File: config.mk
export PLATFORM = sky130hd
export DESIGN_NAME = sky130_rom_arbiter
export DESIGN_NICKNAME = d
export VERILOG_FILES = /design/src/rtl/sky130_rom_pkg.sv /design/src/rtl/sky130_rom_rr_arb.sv /design/src/rtl/sky130_rom_arbiter.sv
export SDC_FILE = /design/constraint.sdc
export NUM_CORES = 1
export LEC_CHECK = 0
export ABC_CLOCK_PERIOD_IN_PS = 11730
export CORE_MARGIN = 4
export CORE_UTILIZATION = 40
export CTS_BUF_LIST = sky130_fd_sc_hd__clkbuf_2 sky130_fd_sc_hd__clkbuf_4 sky130_fd_sc_hd__clkbuf_8
export CTS_CLUSTER_DIAMETER = 30
export DETAILED_ROUTE_END_ITERATION = 10
export GPL_TIMING_DRIVEN = 0
export PLACE_DENSITY_LB_ADDON = 0.05
export SYNTH_ARGS = -nofsm -noshare
export SYNTH_HDL_FRONTEND = slang
export SYNTH_SLANG_ARGS = --single-unit
export TNS_END_PERCENT = 20
File: constraint.sdc
create_clock -name clk -period 11.73 [get_ports clk]
set_clock_uncertainty 0.2 [all_clocks]
set_input_delay 2.346 -clock clk [delete_from_list [all_inputs] [get_ports clk]]
set_output_delay 2.346 -clock clk [all_outputs]
set_load 0.03 [all_outputs]
File: src/rtl/sky130_rom_pkg.sv
// sky130_rom_pkg: shared types and constants for the OpenROM multi-channel read front-end.
package sky130_rom_pkg;
  localparam int DEF_DATA_WIDTH = 8;
  localparam int DEF_ADDR_WIDTH = 10;
  localparam int ROM_LAT_MIN = 1;
  localparam int ROM_LAT_MAX = 4;
  localparam int CH_ID_W = 3;
  typedef struct packed {
    logic vld;
    logic [CH_ID_W-1:0] ch;
    logic reuse;
  } pipe_entry_t;
  function automatic logic [CH_ID_W-1:0] next_ch(input logic [CH_ID_W-1:0] ch, input int num_ch);
    return (int'(ch) + 1 == num_ch) ? '0 : ch + 1'b1;
  endfunction
endpackage

File: src/rtl/sky130_rom_rr_arb.sv
// sky130_rom_rr_arb: round-robin arbiter, winner is the nearest requester at or after ptr.
module sky130_rom_rr_arb
  import sky130_rom_pkg::*;
#(
  parameter int NUM_CH = 4
) (
  input  logic               clk,
  input  logic               rst_n,
  input  logic [NUM_CH-1:0]  req,
  output logic [NUM_CH-1:0]  gnt,
  output logic [CH_ID_W-1:0] idx,
  output logic               win
);
  logic [CH_ID_W-1:0] ptr;
  always_comb begin
    idx = ptr;
    for (int k = NUM_CH - 1; k >= 0; k--)
      if (req[(int'(ptr) + k) % NUM_CH]) idx = CH_ID_W'((int'(ptr) + k) % NUM_CH);
    win = rst_n && |req;
    gnt = win ? NUM_CH'(1) << idx : '0;
  end
  always_ff @(posedge clk or negedge rst_n)
    if (!rst_n) ptr <= '0;
    else if (win) ptr <= next_ch(idx, NUM_CH);
endmodule

File: src/rtl/sky130_rom_arbiter.sv
// sky130_rom_arbiter: serialises NUM_CH read clients onto one ROM macro with a
// latency-matched completion pipeline and optional same-address reuse.
module sky130_rom_arbiter
  import sky130_rom_pkg::*;
#(
  parameter int DATA_WIDTH  = DEF_DATA_WIDTH,
  parameter int ADDR_WIDTH  = DEF_ADDR_WIDTH,
  parameter int NUM_CH      = 4,
  parameter int ROM_LATENCY = 1,
  parameter int REUSE_EN    = 1,
  parameter int CNT_WIDTH   = 16
) (
  input  logic                         clk,
  input  logic                         rst_n,
  input  logic [NUM_CH-1:0]            req,
  input  logic [NUM_CH*ADDR_WIDTH-1:0] ch_addr,
  output logic [NUM_CH-1:0]            gnt,
  output logic [NUM_CH-1:0]            rvalid,
  output logic [DATA_WIDTH-1:0]        rdata,
  output logic                         rom_cs,
  output logic [ADDR_WIDTH-1:0]        rom_addr,
  input  logic [DATA_WIDTH-1:0]        rom_dout,
  output logic [CNT_WIDTH-1:0]         access_cnt
);
  localparam int LAT = ROM_LATENCY < ROM_LAT_MIN ? ROM_LAT_MIN :
                       ROM_LATENCY > ROM_LAT_MAX ? ROM_LAT_MAX : ROM_LATENCY;
  logic [CH_ID_W-1:0]  idx;
  logic                win, hit, last_vld;
  logic [ADDR_WIDTH-1:0] win_addr, last_addr;
  pipe_entry_t         pipe [LAT];
  pipe_entry_t         tail;
  sky130_rom_rr_arb #(.NUM_CH(NUM_CH)) u_arb (
    .clk  (clk),
    .rst_n(rst_n),
    .req  (req),
    .gnt  (gnt),
    .idx  (idx),
    .win  (win)
  );
  always_comb begin
    win_addr = ch_addr[int'(idx)*ADDR_WIDTH +: ADDR_WIDTH];
    hit      = (REUSE_EN != 0) && win && last_vld && win_addr == last_addr;
    rom_cs   = win && !hit;
    rom_addr = rom_cs ? win_addr : '0;
  end
  always_ff @(posedge clk or negedge rst_n)
    if (!rst_n) begin
      last_vld   <= 1'b0;
      last_addr  <= '0;
      access_cnt <= '0;
    end else if (rom_cs) begin
      last_vld   <= 1'b1;
      last_addr  <= rom_addr;
      access_cnt <= access_cnt + CNT_WIDTH'(access_cnt != '1);
    end
  // Stage LAT-1 lines up with the cycle in which rom_dout is valid for that entry.
  always_ff @(posedge clk or negedge rst_n)
    if (!rst_n) begin
      for (int s = 0; s < LAT; s++) pipe[s] <= '0;
    end else begin
      pipe[0] <= '{vld: win, ch: idx, reuse: hit};
      for (int s = 1; s < LAT; s++) pipe[s] <= pipe[s-1];
    end
  assign tail = pipe[LAT-1];
  // Reuse entries keep rdata: in-order completion leaves the last real read's data there.
  always_ff @(posedge clk or negedge rst_n)
    if (!rst_n) begin
      rvalid <= '0;
      rdata  <= '0;
    end else begin
      rvalid <= tail.vld ? NUM_CH'(1) << tail.ch : '0;
      if (tail.vld && !tail.reuse) rdata <= rom_dout;
    end
endmodule

==> reports/results.ini, run 1 <==
[clocking]
ctsHtreeMaxLevel = 2
clockRootBuffer = clkbuf_8
postCtsHoldBufs = 0
cts_setup_buffers = 0
numCtsBuffers = 5
cts_tree = done
cts_max_path_buffers = 2
cts.sinks = 47
cts_resized = 0
clk_latency_ns = 0.29
path_clk_slew_ns = 0.08

[layout]
layout.nets = 440
final_core_util_pct = 58.43
area_growth_syn_to_layout_pct = 43.08
antennaDiodeCount = 0
drive_gt1_share_pct = 11.05

[setup_path]
end_kind = primary output
r2r_slack_ns = 8.07
critPathLaunch = req[3]
critPathMaxFanout = 10
r2r_start = u_arb.ptr[1]
required_ns = 9.18
path_class = primary input to primary output
critPathArrivalTime_ns = 6.34
start_kind = primary input

[sta]
postLayoutSetupSlackWorst_ns = 2.847
setup_viol = 0
tns_ns = 0
slew_headroom_pct = 59.34
tightestPinTransition_ns = 0.6043
whs_ns = 0.2802
post-route-period-util_pct = 75.73
rsz0062_at_grt = false
maxSlewViolCount = 0
fmax_mhz = 112.6
finalHoldViolCount = 0
period_needed_ns = 8.883

[synthesis]
yosysSeqAreaShare_pct = 42.63
ys.flop_type = dfrtp_1
synth_common_cells = 47 x dfrtp_1, 28 x nand3_1, 22 x o21ai_0
async_flop_share_pct = 100.0
syn_area_um2 = 2759
yosysTopAreaCell = dfrtp_1
synthCells = 275
ys_types = 52
synth_area_per_cell_um2 = 10.03
ys_top_cells_by_area = dfrtp_1 43%, nand3_1 5.1%, xnor2_1 4.8%, o21ai_0 4.0%, mux2_2 3.3%
syn_nets = 336
ys_ff_latch = 47
synth_top_area_share_pct = 42.63
synth-edff-count = 0
ys_warn_count = 0
synth_most_common_cell = dfrtp_1

[placement]
port-buffer-count = 96
dp_hpwl_mm = 5.381
place_ws_ns = 2.801
place_congestion = 0.8041

[worst_hold_path]
hold_path_class = flop to flop
hold_start = u_arb.ptr[2]

[grt]
grt_max_degree = 35
grt_usage_pct = 17.19
overflow = 0
grt_pass1_vias = 2490
grt_pass1_wl_mm = 11.76
antenna_found_initial = 0

[die]
die_y_um = 91.05
num_rows = 30
die_area_um2 = 8290
fp.coreArea_um2 = 6756
start_util_pct = 40.83
ios = 97
die_w_um = 91.05

[power]
peakVddDrop_uv = 79.13
p_per_area_nw_per_um2 = 192.0
p_leak_uw = 0.001659

[drt]
drc = 0
num_vias = 2434
via_per_inst = 5.291
wirelength_mm = 6.900
first_pass_iters = 4
antenna_left = 0
wl_per_cell_um = 15.00
first_iter_violations = 58

[run_status]
outcome = complete, no violations

[flow_run]
maxCapViolations = 0

metrics by stage:
| stage | power (uW) | cells | cell area, um2 |
|---|---|---|---|
| after floorplan | 504.1 | 275 | 2759 |
| after global placement | 637.5 | 451 | 3820 |
| after detailed placement | 646.0 | 452 | 3835 |
| after CTS | 766.3 | 460 | 3948 |
| after global routing | 818.0 | 460 | 3948 |
| final | 757.9 | 460 | 3948 |
cell usage in the layout, fill, tap and decap left out, types with 2 or more instances in the layout:
master           count
clkdlybuf4s50_1     95
dfrtp_1             47
nand3_1             28
o21ai_0             22
xnor2_1             15
nand2_1             13
nor2_1              12
and3_1              11
and2_1               8
a21o_1               8
mux2_2               8
nand3_2              8
clkbuf_1             7
nand4_1              7
ha_1                 7
buf_2                6
inv_1                5
nor2b_1              5
clkbuf_8             5
nor3_1               4
a211oi_2             4
a211oi_1             4
a21oi_1              3
a211o_1              3
nand3b_1             3
clkinv_1             2
buf_6                2
nand2b_1             2
nor4bb_1             2
o21a_1               2
o2111ai_1            2
a22oi_1              2
and4b_1              2
mux2_1               2
per-layer routing:
layer,part of all wire [%],track usage [%]
met5,0,0
met4,0.64,5.025
met3,7.1,4.557
met2,46,26.85
met1,46,23.38
sequential cells by signal, indices dropped and copies added, names as in the netlist:
register	count
rvalid	4
pipe	5
last_addr	10
access_cnt	16
rdata	8
u_arb.ptr	3
last_vld	1
worst paths after layout:
path                             endpoint  depth (start not counted)
setup / recovery              rom_addr[0]                         11
hold / removal               u_arb.ptr[2]                          2
setup reg to reg            access_cnt[2]                         13
hold reg to reg              u_arb.ptr[2]                          2
max in group asynchronous         pipe[4]                          2
min in group asynchronous  access_cnt[11]                          1
final cells by class:
class,instances,area [um2]
clock buffers,5,68.82
plain buffers,14,73.82
multi-input cells,206,1476
fillers,627,2809
repair buffers,97,975.9
flip-flops and latches,47,1176
inverters,8,32.53
clock inverters,3,43.79
well taps,80,100.1
worst max-delay path: stages:
cell and delay [ns]:
clkdlybuf4s50_1 0.51, nor4_1 0.59, and2_1 0.21, clkbuf_1 0.35
clkinv_1 0.39, a21oi_1 0.22, o2111ai_1 0.23, o31ai_4 0.50
buf_2 0.32, nor2_1 0.08, clkdlybuf4s50_1 0.59
power by group:
part / switching (uW) / total [uW] / internal, uW
clock network: 54.4 / 118 / 63.5
logic: 227 / 400 / 173
registers: 37.4 / 240 / 202
kinds of logic after synthesis:
logic type,Yosys count,share of synthesized area (%)
adders and majority gates,7,3.174
and+or+nand+nor,113,24.45
DFF,47,42.63
buffers and inverters,22,3.855
muxes,10,4.082
xor gates and xnor gates,15,4.762
AOI/OAI and AO/OA,61,17.05
No activity file was read; power rests on OpenSTA's default activity.
==> run 2, diff against run 1 <==
--- a/config.mk
+++ b/config.mk
@@ -5,7 +5,7 @@
 export SDC_FILE = /design/constraint.sdc
 export NUM_CORES = 1
 export LEC_CHECK = 0
-export ABC_CLOCK_PERIOD_IN_PS = 11730
+export ABC_CLOCK_PERIOD_IN_PS = 8900
 export CORE_MARGIN = 4
 export CORE_UTILIZATION = 40
 export CTS_BUF_LIST = sky130_fd_sc_hd__clkbuf_2 sky130_fd_sc_hd__clkbuf_4 sky130_fd_sc_hd__clkbuf_8
==> constraint.sdc (replaced) <==
create_clock -name clk -period 8.9 [get_ports clk]
set_clock_uncertainty 0.2 [all_clocks]
set_input_delay 1.78 -clock clk [delete_from_list [all_inputs] [get_ports clk]]
set_output_delay 1.78 -clock clk [all_outputs]
set_load 0.03 [all_outputs]
==> results of run 2 <==
The final DEF is identical to that of run 1. Status: complete, no violations.
Among the figures that moved: setup slack after placement 2.801 ns -> 1.103 ns; setup slack after layout 2.847 ns -> 1.149 ns; register-to-register setup slack 8.07 ns -> 5.24 ns; total power 757.9 uW -> 999.0 uW; worst IR drop on VDD 79.13 uV -> 104.3 uV
